<file path="src/rtl/avst_fifo_pkg.sv">
// Shared types, constants and elaboration-time helpers for the Avalon-ST packet FIFO.
// A stored beat is laid out as {sop, eop, data}.
package avst_fifo_pkg;

  localparam int BEAT_SIDEBAND_W = 32'sd2;

  typedef struct packed {
    logic sop;
    logic eop;
  } beat_flags_t;

  function automatic int clog2(input int value);
    int result;
    result = 32'sd0;
    for (int v = value - 32'sd1; v > 32'sd0; v = v >>> 1) begin
      result = result + 32'sd1;
    end
    return result;
  endfunction

  function automatic int beat_width(input int data_width);
    return data_width + BEAT_SIDEBAND_W;
  endfunction

  function automatic bit is_pow2(input int value);
    return (value > 32'sd0) && ((value & (value - 32'sd1)) == 32'sd0);
  endfunction

  function automatic bit params_legal(input int data_width, input int depth,
                                      input int addr_width, input int almost_full,
                                      input int almost_empty, input int store_fwd);
    return (data_width >= 32'sd1) &&
           (depth >= 32'sd4) && is_pow2(depth) &&
           (clog2(depth) == addr_width) &&
           (almost_full >= 32'sd1) && (almost_full <= depth) &&
           (almost_empty >= 32'sd0) && (almost_empty <= depth - 32'sd1) &&
           ((store_fwd == 32'sd0) || (store_fwd == 32'sd1));
  endfunction

endpackage

</file>
<file path="src/rtl/avst_fifo_ram.sv">
// Simple dual-port memory with a registered read port; the read register doubles
// as the FIFO output stage, so it carries an asynchronous reset to zero.
module avst_fifo_ram #(
  parameter int WIDTH      = 44,
  parameter int DEPTH      = 16,
  parameter int ADDR_WIDTH = 4
) (
  input  logic                  clk,
  input  logic                  reset_n,
  input  logic                  wr_en,
  input  logic [ADDR_WIDTH-1:0] wr_addr,
  input  logic [WIDTH-1:0]      wr_data,
  input  logic                  rd_en,
  input  logic [ADDR_WIDTH-1:0] rd_addr,
  output logic [WIDTH-1:0]      rd_data
);

  logic [WIDTH-1:0] mem_r [DEPTH];
  logic [WIDTH-1:0] rd_data_r;

  // Storage array write port.
  always_ff @(posedge clk) begin
    if (wr_en) begin
      mem_r[wr_addr] <= wr_data;
    end
  end

  // Registered read port.
  always_ff @(posedge clk or negedge reset_n) begin
    if (!reset_n) begin
      rd_data_r <= '0;
    end else if (rd_en) begin
      rd_data_r <= mem_r[rd_addr];
    end
  end

  assign rd_data = rd_data_r;

endmodule

</file>
<file path="src/rtl/avst_pkt_fifo.sv">
// Parametrised Avalon-ST single-clock FIFO with sop/eop sideband, fill-level status,
// synchronous flush and optional store-and-forward packet release.
module avst_pkt_fifo
  import avst_fifo_pkg::*;
#(
  parameter int DATA_WIDTH   = 42,
  parameter int DEPTH        = 16,
  parameter int ADDR_WIDTH   = 4,
  parameter int ALMOST_FULL  = 12,
  parameter int ALMOST_EMPTY = 2,
  parameter int STORE_FWD    = 0
) (
  input  logic                  clk,
  input  logic                  reset_n,
  input  logic                  clear,
  output logic                  in_ready,
  input  logic                  in_valid,
  input  logic [DATA_WIDTH-1:0] in_data,
  input  logic                  in_sop,
  input  logic                  in_eop,
  input  logic                  out_ready,
  output logic                  out_valid,
  output logic [DATA_WIDTH-1:0] out_data,
  output logic                  out_sop,
  output logic                  out_eop,
  output logic [ADDR_WIDTH:0]   fill_level,
  output logic                  almost_full,
  output logic                  almost_empty,
  output logic                  oversize_err
);

  localparam int BEAT_W = beat_width(DATA_WIDTH);
  localparam logic [ADDR_WIDTH:0]   DEPTH_LVL = (ADDR_WIDTH + 1)'(DEPTH);
  localparam logic [ADDR_WIDTH:0]   AF_LVL    = (ADDR_WIDTH + 1)'(ALMOST_FULL);
  localparam logic [ADDR_WIDTH:0]   AE_LVL    = (ADDR_WIDTH + 1)'(ALMOST_EMPTY);
  localparam logic [ADDR_WIDTH:0]   LVL_ONE   = {{ADDR_WIDTH{1'b0}}, 1'b1};
  localparam logic [ADDR_WIDTH-1:0] PTR_ONE   = {{(ADDR_WIDTH - 1){1'b0}}, 1'b1};

  if (!params_legal(DATA_WIDTH, DEPTH, ADDR_WIDTH, ALMOST_FULL, ALMOST_EMPTY, STORE_FWD)) begin : g_param_err
    $error("avst_pkt_fifo: illegal parameter combination");
  end

  logic [ADDR_WIDTH-1:0] wr_ptr_r;
  logic [ADDR_WIDTH-1:0] rd_ptr_r;
  logic [ADDR_WIDTH:0]   fill_r;
  logic [ADDR_WIDTH:0]   pkt_cnt_r;
  logic                  full_r;
  logic                  out_valid_r;
  logic                  force_fwd_r;
  logic                  oversize_err_r;

  logic [ADDR_WIDTH:0]   fill_next_s;
  logic [ADDR_WIDTH:0]   pkt_cnt_next_s;
  logic [ADDR_WIDTH:0]   mem_cnt_s;
  logic                  wr_s;
  logic                  rd_s;
  logic                  wr_eop_s;
  logic                  rd_eop_s;
  logic                  held_eop_s;
  logic                  pkt_avail_s;
  logic                  set_force_s;
  logic                  load_s;
  logic [BEAT_W-1:0]     wr_beat_s;
  logic [BEAT_W-1:0]     rd_beat_s;
  beat_flags_t           rd_flags_s;

  assign wr_beat_s  = {in_sop, in_eop, in_data};
  assign rd_flags_s = rd_beat_s[BEAT_W-1 -: BEAT_SIDEBAND_W];

  // Handshake qualification, head-release decision and next-state arithmetic.
  always_comb begin
    wr_s       = in_valid && !full_r && !clear;
    rd_s       = out_valid_r && out_ready && !clear;
    wr_eop_s   = wr_s && in_eop;
    rd_eop_s   = rd_s && rd_flags_s.eop;
    held_eop_s = out_valid_r && rd_flags_s.eop;
    // Words still in the array, i.e. not yet moved into the output register.
    mem_cnt_s  = fill_r - {{ADDR_WIDTH{1'b0}}, out_valid_r};
    if (STORE_FWD != 32'sd0) begin
      // A complete packet must lie beyond any EOP already sitting in the output register.
      pkt_avail_s = (force_fwd_r && !held_eop_s) ||
                    (pkt_cnt_r > {{ADDR_WIDTH{1'b0}}, held_eop_s});
      set_force_s = full_r && !force_fwd_r && (pkt_cnt_r == '0) && !clear;
    end else begin
      pkt_avail_s = 1'b1;
      set_force_s = 1'b0;
    end
    load_s = (mem_cnt_s != '0) && (!out_valid_r || out_ready) && pkt_avail_s && !clear;
    case ({wr_s, rd_s})
      2'b10:   fill_next_s = fill_r + LVL_ONE;
      2'b01:   fill_next_s = fill_r - LVL_ONE;
      default: fill_next_s = fill_r;
    endcase
    case ({wr_eop_s, rd_eop_s})
      2'b10:   pkt_cnt_next_s = pkt_cnt_r + LVL_ONE;
      2'b01:   pkt_cnt_next_s = pkt_cnt_r - LVL_ONE;
      default: pkt_cnt_next_s = pkt_cnt_r;
    endcase
  end

  // Pointers, level/packet counters, output-valid and store-and-forward state.
  always_ff @(posedge clk or negedge reset_n) begin
    if (!reset_n) begin
      wr_ptr_r       <= '0;
      rd_ptr_r       <= '0;
      fill_r         <= '0;
      pkt_cnt_r      <= '0;
      full_r         <= 1'b0;
      out_valid_r    <= 1'b0;
      force_fwd_r    <= 1'b0;
      oversize_err_r <= 1'b0;
    end else if (clear) begin
      wr_ptr_r       <= '0;
      rd_ptr_r       <= '0;
      fill_r         <= '0;
      pkt_cnt_r      <= '0;
      full_r         <= 1'b0;
      out_valid_r    <= 1'b0;
      force_fwd_r    <= 1'b0;
      oversize_err_r <= 1'b0;
    end else begin
      if (wr_s) begin
        wr_ptr_r <= wr_ptr_r + PTR_ONE;
      end
      if (load_s) begin
        rd_ptr_r <= rd_ptr_r + PTR_ONE;
      end
      fill_r    <= fill_next_s;
      full_r    <= (fill_next_s == DEPTH_LVL);
      pkt_cnt_r <= pkt_cnt_next_s;
      if (load_s) begin
        out_valid_r <= 1'b1;
      end else if (rd_s) begin
        out_valid_r <= 1'b0;
      end
      if (set_force_s) begin
        force_fwd_r <= 1'b1;
      end else if (rd_eop_s) begin
        force_fwd_r <= 1'b0;
      end
      if (set_force_s) begin
        oversize_err_r <= 1'b1;
      end
    end
  end

  avst_fifo_ram #(
    .WIDTH      (BEAT_W),
    .DEPTH      (DEPTH),
    .ADDR_WIDTH (ADDR_WIDTH)
  ) u_ram (
    .clk     (clk),
    .reset_n (reset_n),
    .wr_en   (wr_s),
    .wr_addr (wr_ptr_r),
    .wr_data (wr_beat_s),
    .rd_en   (load_s),
    .rd_addr (rd_ptr_r),
    .rd_data (rd_beat_s)
  );

  assign in_ready     = !full_r;
  assign out_valid    = out_valid_r;
  assign out_data     = rd_beat_s[DATA_WIDTH-1:0];
  assign out_sop      = rd_flags_s.sop;
  assign out_eop      = rd_flags_s.eop;
  assign fill_level   = fill_r;
  assign almost_full  = (fill_r >= AF_LVL);
  assign almost_empty = (fill_r <= AE_LVL);
  assign oversize_err = oversize_err_r;

endmodule

</file>
<file path="config.mk">
export PLATFORM = sky130hd
export DESIGN_NAME = avst_pkt_fifo
export DESIGN_NICKNAME = d
export VERILOG_FILES = /design/src/rtl/avst_fifo_pkg.sv /design/src/rtl/avst_fifo_ram.sv /design/src/rtl/avst_pkt_fifo.sv
export SDC_FILE = /design/constraint.sdc
export NUM_CORES = 1
export LEC_CHECK = 0
export ABC_CLOCK_PERIOD_IN_PS = 7000
export CAP_MARGIN = 20
export CELL_PAD_IN_SITES_DETAIL_PLACEMENT = 0
export CELL_PAD_IN_SITES_GLOBAL_PLACEMENT = 1
export CORE_MARGIN = 2
export CORE_UTILIZATION = 37
export DETAILED_ROUTE_END_ITERATION = 8
export PLACE_DENSITY = 0.62
export SYNTH_ARGS = -nofsm -noshare
export SYNTH_HDL_FRONTEND = slang
export SYNTH_SLANG_ARGS = --single-unit
</file>
<file path="constraint.sdc">
create_clock -name clk -period 7 [get_ports clk]
set_clock_uncertainty 0.15 [all_clocks]
set_input_delay 1.4 -clock clk [delete_from_list [all_inputs] [get_ports clk]]
set_output_delay 1.4 -clock clk [all_outputs]
set_load 0.02 [all_outputs]
</file>
==> run_results.csv, run 1 <==
group,metric,value,unit
run_status,status,"complete, no violations",
clocking,path_clk_slew,60,ps
yosys,synth_area_leaders,"edfxtp_1 73%, mux4_2 14%, dfrtp_1 5.1%",
route,ant_nets,0,
final_layout,final_util,43.7,%
clocking,cts_made_buffers,78,
yosys,synth_ff_type,"edfxtp_1",
floorplan,io_pins,103,
sta,clock.fmax,0.234,GHz
floorplan,die-area,80700,um2
critical_path,cp_slowest_cell,"nor2_4",
final_layout,finalInstanceArea,33900,um2
yosys,synth-edff-count,704,
clocking,cts_tree,"yes",
hold_path,hold_path_class,"reg -> reg",
final_layout,nFillCells,6688,
critical_path,crit_type,"in -> reg",
critical_path,slowest_delay,930,ps
route,vias,13400,
placed_design,io_buffers,101,
yosys,synth_seq_cells,763,
yosys,synth-async-reset-ratio,7.73,%
floorplan,die_w,284,um
final_layout,seqCellArea,22600,um2
sta,fin_crit_sh,61.0,%
power_and_ir_drop,power,11.6,mW
sta,finalMaxSlewViolations,0,
sta,finalSetupViolCount,0,
route,drtIter0Drc,1156,
yosys,netlist_area,29000,um2
clocking,postCtsSetupBuffers,0,
sta,finalHoldViolations,0,
final_layout,area_growth,16.9,%
clocking,cts.htree.levels,3,
power_and_ir_drop,powerDensity,343,nW/um2
sta,rsz0062_at_grt,"false",
yosys,netlist_instances,1310,
critical_path,required,7120,ps
yosys,synth_top_area_share,72.8,%
yosys,syn_nets,1368,
grt,grt_pass1_vias,14300,
sta,tightest_slew,1470,ps
final_layout,final_nets,1501,
power_and_ir_drop,vdd_drop_max,0.000228,V
floorplan,rows,102,
final_layout,final_cell_mix,"704 x edfxtp_1, 176 x mux4_2, 100 x clkdlybuf4s50_1, 88 x o22ai_1, 80 x clkbuf_16",
placed_design,place.gp.congestion,0.742,
route,routed_wl,64.2,mm
route,routedWlPerCell,25.2,um
clocking,worstSkewPairLatency,620,ps
critical_path,cp-start-kind,"primary input",
placed_design,postPlaceCellArea,31300,um2
grt,grt_pass1_wl,95.3,mm
floorplan,start_util,37.4,%
clocking,clockBufferDepth,3,
power_and_ir_drop,leakage,10.4,nW
grt,antenna_found_initial,0,
final_layout,final_common_cell,"edfxtp_1",
yosys,postSynthAreaPerCell,22.2,um2
final_layout,multiInputGateArea,6100,um2
flow_run,cap_violations,0,
clocking,cts_root_buffer,"clkbuf_16",
clocking,cts_hold_buf,0,
yosys,synth_cell_types,47,
route,drc,0,
critical_path,arrival,4390,ps
final_layout,drive_above_1_share,26.7,%
route,via_per_inst,5.27,
clocking,cts_resized,0,
grt,grtUsageTotal,16.0,%
sta,period_minus_slack,4270,ps
clocking,clock-sinks,763,
yosys,yosys.area.top_type,"edfxtp_1",
critical_path,cp_max_fo,27,
critical_path,cp_cell_sequence,"clkdlybuf4s50_1 -> nor2b_1 -> nand2_1 -> nor2_4 -> buf_4",
yosys,yosysSeqAreaShare,77.9,%
route,firstDrtPassIters,5,
sta,relSlewSlack,1.70,%
sta,fin_setup_tns,0,ps
grt,grt-ovfl-total,0,
grt,grt_start_max_net_pins,178,
floorplan,core_area,77600,um2
yosys,synth-warning-count,0,
final_layout,antenna_cells,0,
placed_design,dpl.hpwl,35.6,mm
floorplan,die_y,284,um
critical_path,end_kind,"flop",
## logic make-up after synthesis
| family | share of synthesized area (%) |
|---|---|
| xor gates and xnor gates | 0.332 |
| adders and majority gates | 0.388 |
| other | 0.0129 |
| muxes | 15.4 |
| AOI/OAI and AO/OA | 3.15 |
| and+or+nand+nor | 1.25 |
| DFF | 77.9 |
| buffers and inverters | 1.50 |
## flip-flops by register name, summed over array words and instances, names as in the netlist
register	flops
u_ram.mem_r	704
rd_ptr_r	4
u_ram.rd_data	44
out_valid	1
wr_ptr_r	4
fill_level	5
full_r	1
## critical path, delay by kind of cell
| kind | cells | cell delay (ps) |
|---|---|---|
| buffers and inverters | 2 | 920 |
| AND/OR/NAND/NOR | 3 | 2060 |
## final cells by class
class	count	area share (%)
timing repair buffer	132	3.83
tap	1040	3.84
clock inverter	43	1.35
multi-input combinational	462	18.0
clock buffer	102	6.26
sequential	763	66.7
inverter	6	0.0664
## synth_stat cells, types with 2 or more instances
library cell  number
a21oi_1           48
buf_1              6
buf_2             23
buf_4              6
buf_6              6
clkbuf_1          36
clkbuf_8           2
dfrtp_1           59
edfxtp_1         704
ha_1               9
inv_1              6
mux2_2            44
mux2i_1            2
mux4_2           176
nand2_1           11
nand2b_1           2
nand4_1            2
nor2_1            33
nor2b_1            2
nor3_1             4
nor3b_1            3
o21ai_0            2
o22ai_1           88
o2bb2ai_1          2
or2_2              2
or3_1              2
xnor2_1            5
xor2_1             6
## report_power, final
part	leakage, nW	switching, mW	internal [mW]
registers	7.02	0.164	5.15
clock network	1.27	1.73	2.42
logic	2.13	1.13	1.04
total	10.4	3.02	8.62
## per-layer routing
| layer | part of all wire (%) | track usage, % |
|---|---|---|
| met5 | 0 | 0 |
| met4 | 1.7 | 3.96 |
| met3 | 4.2 | 2.50 |
| met2 | 51 | 27.5 |
| met1 | 43 | 21.4 |
## through the flow
step | hold slack (ps) | instances | setup WS, ps
after global placement | 399 | 2401 | 2060
after global routing | 465 | 2548 | 2530
after floorplan | 400 | 1310 | 1090
final | 417 | 2548 | 2730
after CTS | 424 | 2547 | 2660
after detailed placement | 411 | 2402 | 2000
## path summary, 6_finish.rpt
check,startpoint,cells past startpoint,endpoint,slack (ps)
hold reg to reg,u_ram.rd_data[17],2,u_ram.rd_data[17],420
setup / recovery,in_valid,5,u_ram.mem_r[14][11],2730
hold / removal,u_ram.rd_data[17],2,u_ram.rd_data[17],420
max in group asynchronous,reset_n,2,u_ram.rd_data[35],5540
setup reg to reg,full_r,4,u_ram.mem_r[14][11],3600
min in group asynchronous,reset_n,1,u_ram.rd_data[43],550
(Power assumes the default switching activity.)
==> inputs of run 2 (changes only) <==
- ABC_CLOCK_PERIOD_IN_PS: 7000 -> 3900
- PLACE_DENSITY: 0.62 -> 0.64
- clock period: 7 -> 3.9 ns (I/O delays scaled with it)
==> run 2 against run 1 <==
  * Non-clock buffer count is 8 higher
  * Core utilization is 0.30 points higher
  * Highest routed layer unchanged
  * Final area rose by 0.69%
  * Register-to-register slack worse by 2400 ps
  * Largest cell class unchanged
==> run_results.csv, run 2 (same netlist as run 1, synthesis figures left out) <==
group,metric,value,unit
clocking,cts_made_buffers,78,
placed_design,place.gp.congestion,0.702,
route,drtIter0Drc,1069,
run_status,status,"complete, no violations",
grt,grt_start_max_net_pins,105,
placed_design,io_buffers,101,
critical_path,cp-start-kind,"flop",
grt,grt_pass1_wl,92.8,mm
grt,antenna_found_initial,0,
floorplan,io_pins,103,
sta,fin_crit_sh,82.0,%
final_layout,antenna_cells,0,
grt,grt_pass1_vias,14400,
power_and_ir_drop,vdd_drop_max,0.000351,V
power_and_ir_drop,powerDensity,607,nW/um2
final_layout,final_util,44.0,%
critical_path,crit_start,"fill_level[1]",
flow_run,cap_violations,0,
critical_path,reg2reg_from,"full_r",
floorplan,die_y,284,um
final_layout,area_growth,17.7,%
sta,finalMaxSlewViolations,0,
final_layout,largest_register,"u_ram.mem_r",
critical_path,arrival,2270,ps
route,ant_nets,0,
sta,period_minus_slack,3200,ps
route,routedWlPerCell,23.9,um
critical_path,cp_max_fo,12,
final_layout,nFillCells,6671,
floorplan,die_w,284,um
clocking,clockBufferDepth,3,
clocking,path_clk_slew,60,ps
floorplan,start_util,37.4,%
route,via_per_inst,5.23,
grt,grtUsageTotal,15.3,%
clocking,cts.htree.levels,3,
critical_path,crit_type,"reg -> out",
route,vias,13400,
sta,finalHoldViolations,0,
sta,tightest_slew,892,ps
final_layout,final_nets,1509,
clocking,cts_resized,0,
final_layout,final_cell_mix,"704 x edfxtp_1, 176 x mux4_2, 100 x clkdlybuf4s50_1, 88 x o22ai_1, 79 x clkbuf_16",
floorplan,die-area,80700,um2
sta,fin_setup_tns,0,ps
floorplan,rows,102,
critical_path,required,2970,ps
clocking,cts_hold_buf,0,
sta,clock.fmax,0.313,GHz
floorplan,core_area,77600,um2
clocking,clock-sinks,763,
clocking,worstSkewPairLatency,620,ps
final_layout,drive_above_1_share,26.1,%
sta,relSlewSlack,40.5,%
placed_design,dpl.hpwl,32.5,mm
sta,rsz0062_at_grt,"false",
sta,finalSetupViolCount,0,
hold_path,hold_path_class,"in -> async",
critical_path,end_kind,"primary output",
clocking,postCtsSetupBuffers,0,
route,routed_wl,61.0,mm
route,firstDrtPassIters,7,
route,drc,0,
final_layout,final_common_cell,"edfxtp_1",
grt,grt-ovfl-total,0,
power_and_ir_drop,leakage,10.5,nW
clocking,cts_tree,"yes",
clocking,cts_root_buffer,"clkbuf_16",
final_layout,largest_reg_flops,704,
==> run 2: cell count changes in the layout (fill, tap and decap cells not counted), sizes merged <==
cell,delta
clkbuf,+20
buf,+8
clkinvlp,-3
clkinv,-16
bufinv,-1
==> run 2: worst max-delay path: stages, from the launching register on <==
cell,delay (ps)
dfrtp_1,540
a2111oi_0,440
clkdlybuf4s50_1,680
==> run 2: final cells by class <==
cell class | count | area [um2] | share of cell area, %
inverter | 6 | 22.5 | 0.0659
clock buffer | 122 | 2220 | 6.49
multi-input combinational | 462 | 6110 | 17.9
sequential | 763 | 22600 | 66.2
tap | 1040 | 1300 | 3.81
clock inverter | 23 | 325 | 0.952
timing repair buffer | 140 | 1550 | 4.54
==> run 2: report_power, final <==
group | internal [mW] | total, mW | switching, mW
registers | 9.24 | 9.49 | 0.251
clock network | 4.34 | 7.36 | 3.02
logic | 1.91 | 3.88 | 1.97
==> run 2: final timing paths <==
| check | end | slack, ps | depth (start not counted) |
|---|---|---|---|
| min in group clk | u_ram.rd_data[19] | 420 | 2 |
| worst min-delay path | u_ram.rd_data[17] | 120 | 1 |
| worst max-delay path | almost_empty | 700 | 2 |
| worst min register to register | u_ram.rd_data[19] | 420 | 2 |
| max in group asynchronous | u_ram.rd_data[26] | 2710 | 2 |
| worst max register to register | full_r | 1240 | 10 |
==> run 2: through the flow <==
| stage | cells | cell area, um2 | setup WS (ps) | hold WS (ps) | power (mW) |
|---|---|---|---|---|---|
| finish | 2556 | 34200 | 703 | 120 | 20.7 |
| CTS | 2556 | 34200 | 640 | 136 | 21.0 |
| detailed placement | 2411 | 31600 | 432 | 415 | 13.6 |
| floorplan | 1310 | 29000 | 33.3 | 334 | 12.3 |
| global route | 2556 | 34200 | 578 | 168 | 21.6 |
| global placement | 2411 | 31600 | 466 | 409 | 13.6 |
==> run 2: routing by layer <==
layer,global-route usage (%),up-vias,wire length [um]
met4,4.09,0,1040
li1,-,5822,-
met3,2.50,73,2520
met5,0,-,0
met2,26.1,280,31000
met1,20.3,7194,26500
